[src/rtl/mundo_pkg.sv]
// ============================================================================
// Module      : mundo_pkg
// Description : Shared state encoding and 7-segment glyphs for the match display.
// Revision    : 1.0 - initial release
// ============================================================================
`default_nettype none

package mundo_pkg;

   typedef enum logic [1:0] {
      IDLE     = 2'd0,
      QUALIFY  = 2'd1,
      SHOW     = 2'd2,
      WAIT_REL = 2'd3
   } state_t;

   // Active-low glyphs, bit order {g,f,e,d,c,b,a}
   localparam logic [6:0] SEG_BLANK = 7'h7F;
   localparam logic [6:0] SEG_DASH  = 7'h3F;
   localparam logic [6:0] SEG_P     = 7'h0C;

   function automatic logic [6:0] dec_to_seg(input logic [3:0] i_dig);
      logic [6:0] w_pat;
      case (i_dig)
         4'd0:    w_pat = 7'h40;
         4'd1:    w_pat = 7'h79;
         4'd2:    w_pat = 7'h24;
         4'd3:    w_pat = 7'h30;
         4'd4:    w_pat = 7'h19;
         4'd5:    w_pat = 7'h12;
         4'd6:    w_pat = 7'h02;
         4'd7:    w_pat = 7'h78;
         4'd8:    w_pat = 7'h00;
         4'd9:    w_pat = 7'h10;
         default: w_pat = SEG_BLANK;
      endcase
      return w_pat;
   endfunction

endpackage

`default_nettype wire

[src/rtl/seg7_scan4.sv]
// ============================================================================
// Module      : seg7_scan4
// Description : 4-digit multiplexed active-low 7-segment scanner, registered outputs.
// Revision    : 1.0 - initial release
// ============================================================================
`default_nettype none

module seg7_scan4 #(
   parameter int SCAN_DIV = 50000
) (
   input  logic       clk,
   input  logic       rst_n,
   input  logic [6:0] i_dig0,
   input  logic [6:0] i_dig1,
   input  logic [6:0] i_dig2,
   input  logic [6:0] i_dig3,
   output logic [3:0] o_an,
   output logic [6:0] o_seg
);
   import mundo_pkg::*;

   localparam int              c_CNT_W = (SCAN_DIV > 1) ? $clog2(SCAN_DIV) : 1;
   localparam logic [c_CNT_W-1:0] c_CNT_LAST = c_CNT_W'(SCAN_DIV - 1);

   logic [c_CNT_W-1:0] r_scan_cnt;
   logic [1:0]         r_dig_sel;
   logic [3:0]         r_an;
   logic [6:0]         r_seg;
   logic [6:0]         w_dig_pat;

   always_comb begin
      w_dig_pat = SEG_BLANK;
      case (r_dig_sel)
         2'd0:    w_dig_pat = i_dig0;
         2'd1:    w_dig_pat = i_dig1;
         2'd2:    w_dig_pat = i_dig2;
         default: w_dig_pat = i_dig3;
      endcase
   end

   // an/seg follow the digit select one cycle later
   always_ff @(posedge clk or negedge rst_n) begin
      if (!rst_n) begin
         r_scan_cnt <= '0;
         r_dig_sel  <= 2'd0;
         r_an       <= 4'b1110;
         r_seg      <= SEG_BLANK;
      end else begin
         if (r_scan_cnt == c_CNT_LAST) begin
            r_scan_cnt <= '0;
            r_dig_sel  <= r_dig_sel + 2'd1;
         end else begin
            r_scan_cnt <= r_scan_cnt + 1'b1;
         end
         r_an  <= ~(4'b0001 << r_dig_sel);
         r_seg <= w_dig_pat;
      end
   end

   assign o_an  = r_an;
   assign o_seg = r_seg;

endmodule

`default_nettype wire

[src/rtl/mundo_match_display.sv]
// ============================================================================
// Module      : mundo_match_display
// Description : Synchronizes/qualifies per-world Set lines, latches the winner, shows "P-n".
// Revision    : 1.0 - initial release
// ============================================================================
`default_nettype none

module mundo_match_display #(
   parameter int N_WORLDS      = 8,
   parameter int STABLE_CYCLES = 4,
   parameter int HOLD_CYCLES   = 50000000,
   parameter int SCAN_DIV      = 50000,
   localparam int IW           = $clog2(N_WORLDS)
) (
   input  logic                clk,
   input  logic                rst_n,
   input  logic [N_WORLDS-1:0] i_set_in,
   input  logic                i_ack,
   output logic                o_world_valid,
   output logic [IW-1:0]       o_world_idx,
   output logic                o_busy,
   output logic [3:0]          o_an,
   output logic [6:0]          o_seg
);
   import mundo_pkg::*;

   localparam int              c_STAB_W    = $clog2(STABLE_CYCLES);
   localparam int              c_HOLD_W    = $clog2(HOLD_CYCLES);
   localparam logic [c_STAB_W-1:0] c_STAB_LAST = c_STAB_W'(STABLE_CYCLES - 1);
   localparam logic [c_HOLD_W-1:0] c_HOLD_LAST = c_HOLD_W'(HOLD_CYCLES - 1);

   logic [N_WORLDS-1:0] r_sync1;
   logic [N_WORLDS-1:0] r_sync2;
   state_t              r_state;
   state_t              w_next_state;
   logic [IW-1:0]       r_cand;
   logic [IW-1:0]       r_world_idx;
   logic [c_STAB_W-1:0] r_stab_cnt;
   logic [c_HOLD_W-1:0] r_hold_cnt;
   logic [IW-1:0]       w_low_idx;
   logic                w_any;
   logic                w_cand_hi;
   logic [6:0]          w_dig0;
   logic [6:0]          w_dig1;
   logic [6:0]          w_dig2;
   logic [6:0]          w_dig3;

   always_ff @(posedge clk or negedge rst_n) begin
      if (!rst_n) begin
         r_sync1 <= '0;
         r_sync2 <= '0;
      end else begin
         r_sync1 <= i_set_in;
         r_sync2 <= r_sync1;
      end
   end

   // Descending scan so the lowest asserted index wins
   always_comb begin
      w_low_idx = '0;
      for (int i = N_WORLDS - 1; i >= 0; i--) begin
         if (r_sync2[i]) w_low_idx = IW'(i);
      end
   end

   assign w_any     = |r_sync2;
   assign w_cand_hi = r_sync2[r_cand];

   always_ff @(posedge clk or negedge rst_n) begin
      if (!rst_n) r_state <= IDLE;
      else        r_state <= w_next_state;
   end

   always_comb begin
      w_next_state = r_state;
      case (r_state)
         IDLE:     if (w_any) w_next_state = QUALIFY;
         QUALIFY: begin
            if (!w_cand_hi)                     w_next_state = IDLE;
            else if (r_stab_cnt == c_STAB_LAST) w_next_state = SHOW;
         end
         SHOW:     if (i_ack || (r_hold_cnt == c_HOLD_LAST)) w_next_state = WAIT_REL;
         WAIT_REL: if (!w_any) w_next_state = IDLE;
         default:  w_next_state = IDLE;
      endcase
   end

   always_ff @(posedge clk or negedge rst_n) begin
      if (!rst_n) begin
         r_cand      <= '0;
         r_world_idx <= '0;
         r_stab_cnt  <= '0;
         r_hold_cnt  <= '0;
      end else begin
         case (r_state)
            IDLE: begin
               if (w_any) begin
                  r_cand     <= w_low_idx;
                  r_stab_cnt <= c_STAB_W'(1);
               end
            end
            QUALIFY: begin
               if (w_cand_hi) begin
                  if (r_stab_cnt == c_STAB_LAST) begin
                     r_world_idx <= r_cand;
                     r_hold_cnt  <= '0;
                  end else begin
                     r_stab_cnt <= r_stab_cnt + 1'b1;
                  end
               end
            end
            SHOW:    r_hold_cnt <= r_hold_cnt + 1'b1;
            default: ;
         endcase
      end
   end

   always_comb begin
      o_world_valid = (r_state == SHOW);
      o_busy        = (r_state != IDLE);
      w_dig3        = SEG_DASH;
      w_dig2        = SEG_DASH;
      w_dig1        = SEG_DASH;
      w_dig0        = SEG_DASH;
      if (r_state == SHOW) begin
         w_dig3 = SEG_P;
         w_dig1 = SEG_BLANK;
         w_dig0 = dec_to_seg(4'(r_world_idx) + 4'd1);
      end
   end

   assign o_world_idx = r_world_idx;

   seg7_scan4 #(
      .SCAN_DIV (SCAN_DIV)
   ) u_scan (
      .clk    (clk),
      .rst_n  (rst_n),
      .i_dig0 (w_dig0),
      .i_dig1 (w_dig1),
      .i_dig2 (w_dig2),
      .i_dig3 (w_dig3),
      .o_an   (o_an),
      .o_seg  (o_seg)
   );

endmodule

`default_nettype wire
[config.mk]
export PLATFORM = sky130hd
export DESIGN_NAME = mundo_match_display
export DESIGN_NICKNAME = d
export VERILOG_FILES = /design/src/rtl/mundo_pkg.sv /design/src/rtl/seg7_scan4.sv /design/src/rtl/mundo_match_display.sv
export SDC_FILE = /design/constraint.sdc
export NUM_CORES = 1
export LEC_CHECK = 0
export CELL_PAD_IN_SITES_DETAIL_PLACEMENT = 0
export CELL_PAD_IN_SITES_GLOBAL_PLACEMENT = 1
export CORE_MARGIN = 8
export CORE_UTILIZATION = 34
export DETAILED_ROUTE_END_ITERATION = 10
export PLACE_DENSITY_LB_ADDON = 0.1
export SYNTH_ARGS = -nofsm -noshare
export SYNTH_HDL_FRONTEND = slang
export SYNTH_SLANG_ARGS = --single-unit
[constraint.sdc]
create_clock -name clk -period 2.15 [get_ports clk]
set_input_delay 0.5375 -clock clk [delete_from_list [all_inputs] [get_ports clk]]
set_output_delay 0.5375 -clock clk [all_outputs]
set_load 0.005 [all_outputs]
==> results.cfg, run 1 <==
[synthesis]
yosysTopAreaCell = dfrtp_1
synth_ff_type = dfrtp_1
synth_edf_count = 0
yosysSeqAreaShare = 0.512
yosysUniqueCellTypes = 54
syn-instance-count = 407
syn-num-nets = 432
synth_area_leaders = dfrtp_1 (45%), dfstp_2 (6.6%), ha_1 (4.4%)
async_reset_ff_frac = 1.00
synth_most_common_cell = dfrtp_1
synth_seq_cells = 81
synth_top_area_share = 0.446
yosysWarnings = 0
syn-cell-area_um2 = 3980
synth_commonest_cells = dfrtp_1 (71), nor2_1 (46), nand2_1 (36)
syn_area_per_cell_um2 = 9.78

[critical_path]
path_delay_family = simple AND/OR/NAND/NOR gates
slowest_stage = or4_4
crit_type = reg -> reg
path_cells = ha_2, nand3_2, or3_1, or4_4, a31oi_4, o21bai_1
critPathCaptureType = flop
cp_max_fo = 5
cp.arrival_ns = 2.30
worst-path-buf-inv = 0
start_kind = flop
cp.required_ns = 2.38
slowest_delay_ns = 0.56

[timing]
drv_slew = 0
fmax_mhz = 483
rsz0062_at_grt = no
fin_ws_ns = 0.0781
clock_skew_ns = 0.00765
timing.final.crit_share = 0.964
worst-slew-pin-transition_ns = 0.561
tns_ns = 0
max_slew_margin = 0.622
finalSetupViolCount = 0
hold_viol_final = 0
fin_crit_ns = 2.07

[clocking]
cts_buffers = 9
root_buffer = clkbuf_16
h-tree-depth = 3
clk_latency_ns = 0.34
postCtsHoldBufs = 0
clkSinkCount = 81
cts_tree = built
clk_pin_slew_ns = 0.07
cts_max_path_buffers = 2
post_cts_buffers = 0

[drt]
totalWireLength_um = 8950
ant_nets = 0
drt-wirelength-per-cell_um = 15.1
viasPerCell = 5.14
vias = 3051
drtIter0Drc = 167
drtPass1Iterations = 4
drc_errors = 0

[die]
ios = 27
fp.dieH_um = 124
fp.coreArea_um2 = 11400
die_area_um2 = 15400
num_rows = 39
dieWidth_um = 124
initial_core_util = 0.349

[placement]
hpwl_um = 6260
pre_cts_ws_ns = 0.0662
port_buffers = 26
dpl.cell_count = 578
globalplace.congestion = 0.778

[power_and_ir_drop]
p_per_area_nw_per_um2 = 950
power.total_mw = 4.55
ir_drop_uv = 503
power_leakage_nw = 2.04

[grt]
gr-total-overflow = 0
antenna_found_initial = 0
grt_max_degree = 52
grt_pass1_wl_um = 15600
grt_pass1_vias = 3098
grt_usage = 0.120

[final_layout]
stdcell_count = 594
nets = 471
diodes = 0
fill_cells = 1116
area_growth_pct = 20.5
drive_gt1_frac = 0.135

[hold_path]
hp-class = in -> async

[flow_run]
max_cap_viol_count = 0

[run_status]
status = complete, no violations
==> area by class of cell <==
| cell class | count | area, um^2 | share of cell area |
|---|---|---|---|
| sequential | 81 | 2040 | 0.426 |
| multi-input combinational | 290 | 1820 | 0.379 |
| timing repair buffer | 42 | 397 | 0.0827 |
| clock buffer | 9 | 225 | 0.0470 |
| tap | 143 | 179 | 0.0373 |
| inverter | 22 | 82.6 | 0.0172 |
| clock inverter | 7 | 56.3 | 0.0117 |
==> logic make-up after synthesis <==
kind of cell,Yosys count,share of synthesized area
buf+inv,36,0.0352
mux,9,0.0239
xor+xnor,20,0.0440
flops,81,0.512
compound gates,82,0.129
simple gates,165,0.212
fa+ha+maj,14,0.0440
==> where the power goes <==
group          switching [mW]  internal (mW)
clock network           0.661          0.792
registers               0.145           1.67
logic                   0.717          0.567
total                    1.52           3.03
==> path summary, 6_finish.rpt <==
check | startpoint | endpoint | slack [ns] | cells after the start
worst min register to register | r_sync1[3]$_DFF_PN0_ | r_sync2[3]$_DFF_PN0_ | 0.34 | 0
worst min-delay path | rst_n | r_hold_cnt[24]$_DFFE_PN0P_ | 0.13 | 1
max in group asynchronous | rst_n | u_scan.r_scan_cnt[13]$_DFF_PN0_ | 1.40 | 2
worst max-delay path | r_hold_cnt[0]$_DFFE_PN0P_ | flop | 0.08 | 6
worst max register to register | r_hold_cnt[0]$_DFFE_PN0P_ | flop | 0.08 | 6
min in group clk | r_sync1[3]$_DFF_PN0_ | r_sync2[3]$_DFF_PN0_ | 0.34 | 0
==> through the flow <==
stage,util,hold slack [ns],instance area [um^2]
after floorplan,-,0.242,3980
after global placement,0.393,0.331,4490
after detailed placement,0.393,0.335,4490
after CTS,0.419,0.153,4780
after global routing,0.420,0.163,4800
final,0.420,0.134,4800
==> what timing repair did <==
| item | 4_1_cts | 5_1_grt |
|---|---|---|
| resized for setup | 3 | 3 |
| setup endpoints to repair | 2 | 3 |
| hold endpoints to repair | 0 | 0 |
| pin swaps | 0 | 0 |
==> state kept, by name, indices dropped and copies added, names as in the netlist, named ones only <==
name and flops:
o_world_idx 3, r_cand 3, r_hold_cnt 26, r_stab_cnt 2, r_state 1, r_sync1 8
r_sync2 8, u_scan.o_an 4, u_scan.o_seg 7, u_scan.r_dig_sel 2, u_scan.r_scan_cnt 16
==> routing by layer <==
| layer | vias up | GRT usage | part of all wire |
|---|---|---|---|
| li1 | 1521 | - | - |
| met1 | 1479 | 0.157 | 0.50 |
| met2 | 39 | 0.190 | 0.46 |
| met3 | 12 | 0.0247 | 0.032 |
| met4 | 0 | 0.0468 | 0.014 |
| met5 | - | 0 | 0 |
==> cell usage in the layout (no fill, tap or decap), types with 2 or more instances in the layout <==
| master | netlist | layout |
|---|---|---|
| nor2b_1 | 2 | 2 |
| xnor2_1 | 8 | 8 |
| dfrtp_1 | 71 | 70 |
| nand2b_1 | 4 | 4 |
| ha_1 | 14 | 13 |
| nand2_1 | 36 | 36 |
| mux2i_1 | 5 | 5 |
| nor4_1 | 3 | 3 |
| a21oi_1 | 20 | 20 |
| o211ai_1 | 6 | 6 |
| o31ai_1 | 3 | 3 |
| nand4_1 | 14 | 14 |
| clkdlybuf4s50_1 | 0 | 24 |
| buf_4 | 0 | 15 |
| a2bb2oi_1 | 2 | 2 |
| or4_1 | 6 | 6 |
| o22ai_1 | 2 | 2 |
| dfstp_2 | 10 | 10 |
| o21ai_0 | 23 | 23 |
| a31oi_1 | 9 | 9 |
| inv_1 | 22 | 22 |
| clkinv_4 | 0 | 4 |
| nor3_1 | 6 | 6 |
| xor2_1 | 12 | 12 |
| nand3_1 | 26 | 26 |
| a22oi_1 | 2 | 2 |
| nor3_2 | 2 | 2 |
| and3_1 | 4 | 4 |
| nor2_1 | 46 | 45 |
| clkbuf_16 | 0 | 9 |
| nor4b_1 | 3 | 3 |
| mux2_2 | 4 | 4 |
| or3_1 | 4 | 4 |
| o21bai_1 | 2 | 2 |
No activity file was read; power rests on OpenSTA's default activity.
==> run 2, diff against run 1 <==
Settings changed: CORE_MARGIN 8 to unset.
==> run 2 against run 1 <==
  * Maximum frequency up 0.34%
  * Combinational power is essentially flat
  * Register-to-register slack barely moved
  * First-iteration DRC count shrank 12%
  * Utilization grew 0.077 points
  * Die area shrank 21%
  * Worst hold slack improved by 0.0062 ns
  * Via count rose by 0.33%
  * Total power increased by 1.6%
  * Design area increased by 0.18%
  * Setup slack gained 0.0069 ns
  * Critical path type unchanged
==> results.cfg, run 2 (synthesis results as in run 1) <==
[power_and_ir_drop]
p_per_area_nw_per_um2 = 963
power_leakage_nw = 2.02
ir_drop_uv = 656

[drt]
viasPerCell = 5.15
drtPass1Iterations = 4
ant_nets = 0
totalWireLength_um = 8760
vias = 3061
drt-wirelength-per-cell_um = 14.7
drtIter0Drc = 147
drc_errors = 0

[clocking]
clk_pin_slew_ns = 0.06
root_buffer = clkbuf_16
cts_max_path_buffers = 2
postCtsHoldBufs = 0
h-tree-depth = 3
clkSinkCount = 81
cts_buffers = 9
clk_latency_ns = 0.34
cts_tree = built

[timing]
hold_viol_final = 0
drv_slew = 0
finalSetupViolCount = 0
worst-slew-pin-transition_ns = 0.570
fin_crit_ns = 2.06
fmax_mhz = 484
timing.final.crit_share = 0.960
rsz0062_at_grt = no
tns_ns = 0
max_slew_margin = 0.617
clock_skew_ns = 0.00919

[die]
initial_core_util = 0.349
die_area_um2 = 12100
fp.coreArea_um2 = 11400
fp.dieH_um = 110
ios = 27
dieWidth_um = 110
num_rows = 39

[critical_path]
slowest_delay_ns = 0.57
crit_type = reg -> reg
critPathCaptureType = flop
slowest_stage = or4_4
cp_max_fo = 5
path_delay_family = simple AND/OR/NAND/NOR gates
path_cells = ha_2, nand3_2, or3_1, or4_4, a31oi_4, o21bai_1
worst-r2r-cell-count = 6
cp.arrival_ns = 2.29
worst-path-buf-inv = 0
cp.required_ns = 2.38
start_kind = flop
reg2reg_from = r_hold_cnt[0]$_DFFE_PN0P_
r2r_slack_ns = 0.09

[final_layout]
utilization = 0.421
largest_register_ffs = 26
area_growth_pct = 20.7
final_common_cell = dfrtp_1
stdcell_count = 594
drive_gt1_frac = 0.131
diodes = 0
regMostFlops = r_hold_cnt
multi_input_area_um2 = 1820
ff_latch_area_um2 = 2040
largest_registers = r_hold_cnt: 26 flops, u_scan.r_scan_cnt: 16 flops
final_cell_mix = dfrtp_1 (71), nor2_1 (45), nand2_1 (36)
nets = 471
fill_cells = 1170

[flow_run]
max_cap_viol_count = 0

[placement]
dpl.cell_count = 578
globalplace.congestion = 0.745
hpwl_um = 6080
port_buffers = 26

[grt]
grt_max_degree = 33
grt_pass1_vias = 2984
grt_pass1_wl_um = 15100
gr-total-overflow = 0
grt_usage = 0.165
antenna_found_initial = 0

[run_status]
status = complete, no violations

[hold_path]
hp-class = in -> async
[run 2: worst max path at each step]
stage | depth (start not counted) | slack, ns | from | to
detailed placement | 6 | 0.08 | r_hold_cnt[0]$_DFFE_PN0P_ | flop
finish | 6 | 0.09 | r_hold_cnt[0]$_DFFE_PN0P_ | flop
floorplan | 6 | 0.18 | r_hold_cnt[0]$_DFFE_PN0P_ | flop
global placement | 6 | 0.13 | r_hold_cnt[0]$_DFFE_PN0P_ | flop
global route | 6 | 0.0009 | r_hold_cnt[0]$_DFFE_PN0P_ | flop
CTS | 4 | 0.06 | r_state[0]$_DFFE_PN0P_ | o_busy
[run 2: power breakdown]
group          total [mW]  leakage [nW]  internal, mW  switching [mW]
Combinational        1.27         0.855         0.567           0.703
Clock                1.54         0.131         0.901           0.634
Sequential           1.82          1.03          1.67           0.150
[run 2: per-stage QoR]
stage	power (mW)	setup slack, ns	area, um^2	hold slack [ns]
global route	4.92	0.000925	4800	0.165
floorplan	2.63	0.177	3980	0.242
detailed placement	3.10	0.0784	4490	0.335
global placement	3.10	0.132	4490	0.332
finish	4.63	0.0850	4800	0.141
CTS	4.68	0.0597	4790	0.152
[run 2: repair_timing]
item / in CTS / in global routing
gates resized for setup: 1 / 2
endpoints found under the setup margin: 1 / 1
hold endpoints to repair: 0 / 0
buffers inserted: 0 / 0
[run 2: layout make-up]
class,instances,area share
Multi-Input combinational cell,290,0.378
Clock buffer,10,0.0477
Tap cell,143,0.0372
Inverter,22,0.0172
Sequential cell,81,0.424
Timing Repair Buffer,42,0.0812
Clock inverter,6,0.0143
[run 2: per-layer routing]
| layer | wire [um] | global-route usage | vias to the layer above |
|---|---|---|---|
| met5 | 0 | 0 | - |
| met4 | 70 | 0.0395 | 0 |
| met3 | 287 | 0.0529 | 4 |
| met2 | 4150 | 0.259 | 44 |
| met1 | 4250 | 0.223 | 1488 |
| li1 | - | - | 1525 |
[run 2: worst register-to-register path: cells and delay by family (launching register included)]
kind            cells  cell delay (ns)
simple gates        3             1.04
fa+ha+maj           1             0.22
flops               1             0.40
compound gates      2             0.29
==> run 3, diff against run 2 <==
Settings changed: CORE_UTILIZATION 34 to 42, SLEW_MARGIN set to 40.
==> run 3 against run 2 <==
  * Sequential cell count is the same
  * Clock power shrank 22%
  * Critical path type is now reg -> out
  * Design area fell by 3.0%
  * Clock skew increased by 0.00083 ns
  * Via count hardly changed
  * Critical path depth decreased by 2
  * Combinational power about the same
==> results.cfg, run 3 (synthesis results as in run 1) <==
[run_status]
status = complete, no violations

[placement]
globalplace.congestion = 0.747
hpwl_um = 5790
port_buffers = 26
pre_cts_ws_ns = 0.103
dpl.cell_count = 545
placed_area_um2 = 4450

[power_and_ir_drop]
p_comb_frac = 0.293
seqPwrFrac = 0.425
swShare = 0.326
p_int_mw = 2.88
power.net_switching_mw = 1.39
power_leakage_nw = 1.98
clkPwrFrac = 0.281
p_per_area_nw_per_um2 = 917
power.total_mw = 4.27
ir_drop_uv = 419

[final_layout]
diodes = 0
fill_cells = 831
utilization = 0.507
stdcell_count = 561
nets = 470
drive_gt1_frac = 0.124
area_growth_pct = 17.1
regMostFlops = r_hold_cnt
final_cell_area_um2 = 4660
largest_register_ffs = 26
final_cell_mix = dfrtp_1 (71), nor2_1 (45), nand2_1 (36)
final_common_cell = dfrtp_1
largest_registers = r_hold_cnt: 26 flops, u_scan.r_scan_cnt: 16 flops

[grt]
gr-total-overflow = 0
grt_usage = 0.186
antenna_found_initial = 0
met2_usage = 0.303
grt_pass1_vias = 2972
grt-busiest-layer = met2
met1_usage = 0.249
grt_pass1_wl_um = 14500
grt_max_degree = 49
gr-usage-met3 = 0.0443

[die]
fp.dieH_um = 99.4
fp.coreArea_um2 = 9200
die_area_um2 = 9870
dieWidth_um = 99.4
initial_core_util = 0.433
ios = 27
num_rows = 35

[critical_path]
cp.arrival_ns = 1.52
start_kind = flop
slowest_delay_ns = 0.44
critPathCaptureType = primary output
worst-r2r-cell-count = 6
path_cells = buf_4, nor2_2, inv_1, clkdlybuf4s50_1
crit_type = reg -> out
path_delay_family = buffers and inverters
worst-path-buf-inv = 3
cp.required_ns = 1.61
cp_max_fo = 6
reg2reg_from = r_hold_cnt[0]$_DFFE_PN0P_
r2r_slack_ns = 0.10
slowest_stage = clkdlybuf4s50_1

[timing]
drv_slew = 0
fin_ws_ns = 0.0927
worst-slew-pin-transition_ns = 0.502
fmax_mhz = 486
hold_viol_final = 0
holdWs_ns = 0.121
finalSetupViolCount = 0
timing.final.crit_share = 0.957
max_slew_margin = 0.663
fin_crit_ns = 2.06
tns_ns = 0
clock_skew_ns = 0.0100
rsz0062_at_grt = no

[clocking]
root_buffer = clkbuf_8
cts_tree = built
cts_buffers = 9
h-tree-depth = 3
post_cts_buffers = 0
clk_pin_slew_ns = 0.08
clk_latency_ns = 0.35
cts_max_path_buffers = 2
clkSinkCount = 81

[drt]
drtPass1Iterations = 7
totalWireLength_um = 8280
drtIter0Drc = 114
viasPerCell = 5.46
vias = 3064
drt-wirelength-per-cell_um = 14.8
ant_nets = 0
drc_errors = 0

[flow_run]
max_cap_viol_count = 0

[hold_path]
hp-class = in -> async
[run 3: cell count changes in the layout (fill, tap and decap cells not counted), sizes merged]
cell	delta
clkinvlp	-3
buf	-1
bufinv	+1
clkbuf	+1
clkinv	+1
[run 3: power groups by stage]
stage	Clock [mW]	Sequential, mW	Combinational (mW)
6_report	1.20	1.82	1.25
5_1_grt	1.31	1.84	1.40
4_1_cts	1.24	1.82	1.27
3_5_place_dp	0	1.84	1.25
3_3_place_gp	0	1.84	1.25
2_1_floorplan	0	1.80	0.830
[run 3: area by class of cell]
class                      count  area [um^2]  share of cell area
inverter                      22         82.6              0.0177
multi-input combinational    290         1800               0.387
tap                          111          139              0.0298
timing repair buffer          41          383              0.0821
clock inverter                 5         81.3              0.0174
clock buffer                  11          131              0.0282
sequential                    81         2040               0.438
[run 3: metal layers]
metal	up-vias	wire length (um)
li1	1517	-
met1	1502	3940
met2	39	4040
met3	6	227
met4	0	79
met5	-	0
[run 3: worst reg2reg max path, stage by stage (launching register included)]
cell	delay [ns]
dfrtp_1	0.40
ha_1	0.21
nand3_2	0.09
or3_1	0.38
or4_4	0.54
a31oi_2	0.23
o21bai_1	0.09
[run 3: worst max path at each step]
stage,from,to,slack (ns),cells after the start
6_report,r_state[0]$_DFFE_PN0P_,o_busy,0.09,4
5_1_grt,flop,o_world_valid,0.02,3
4_1_cts,r_state[0]$_DFFE_PN0P_,o_busy,0.06,4
3_5_place_dp,r_hold_cnt[0]$_DFFE_PN0P_,flop,0.10,6
3_3_place_gp,r_hold_cnt[0]$_DFFE_PN0P_,flop,0.14,6
2_1_floorplan,r_hold_cnt[0]$_DFFE_PN0P_,flop,0.18,6
[run 3: repair_timing]
item,4_1_cts,5_1_grt
hold buffers,0,0
resized for setup,1,0
endpoints found under the setup margin,1,0
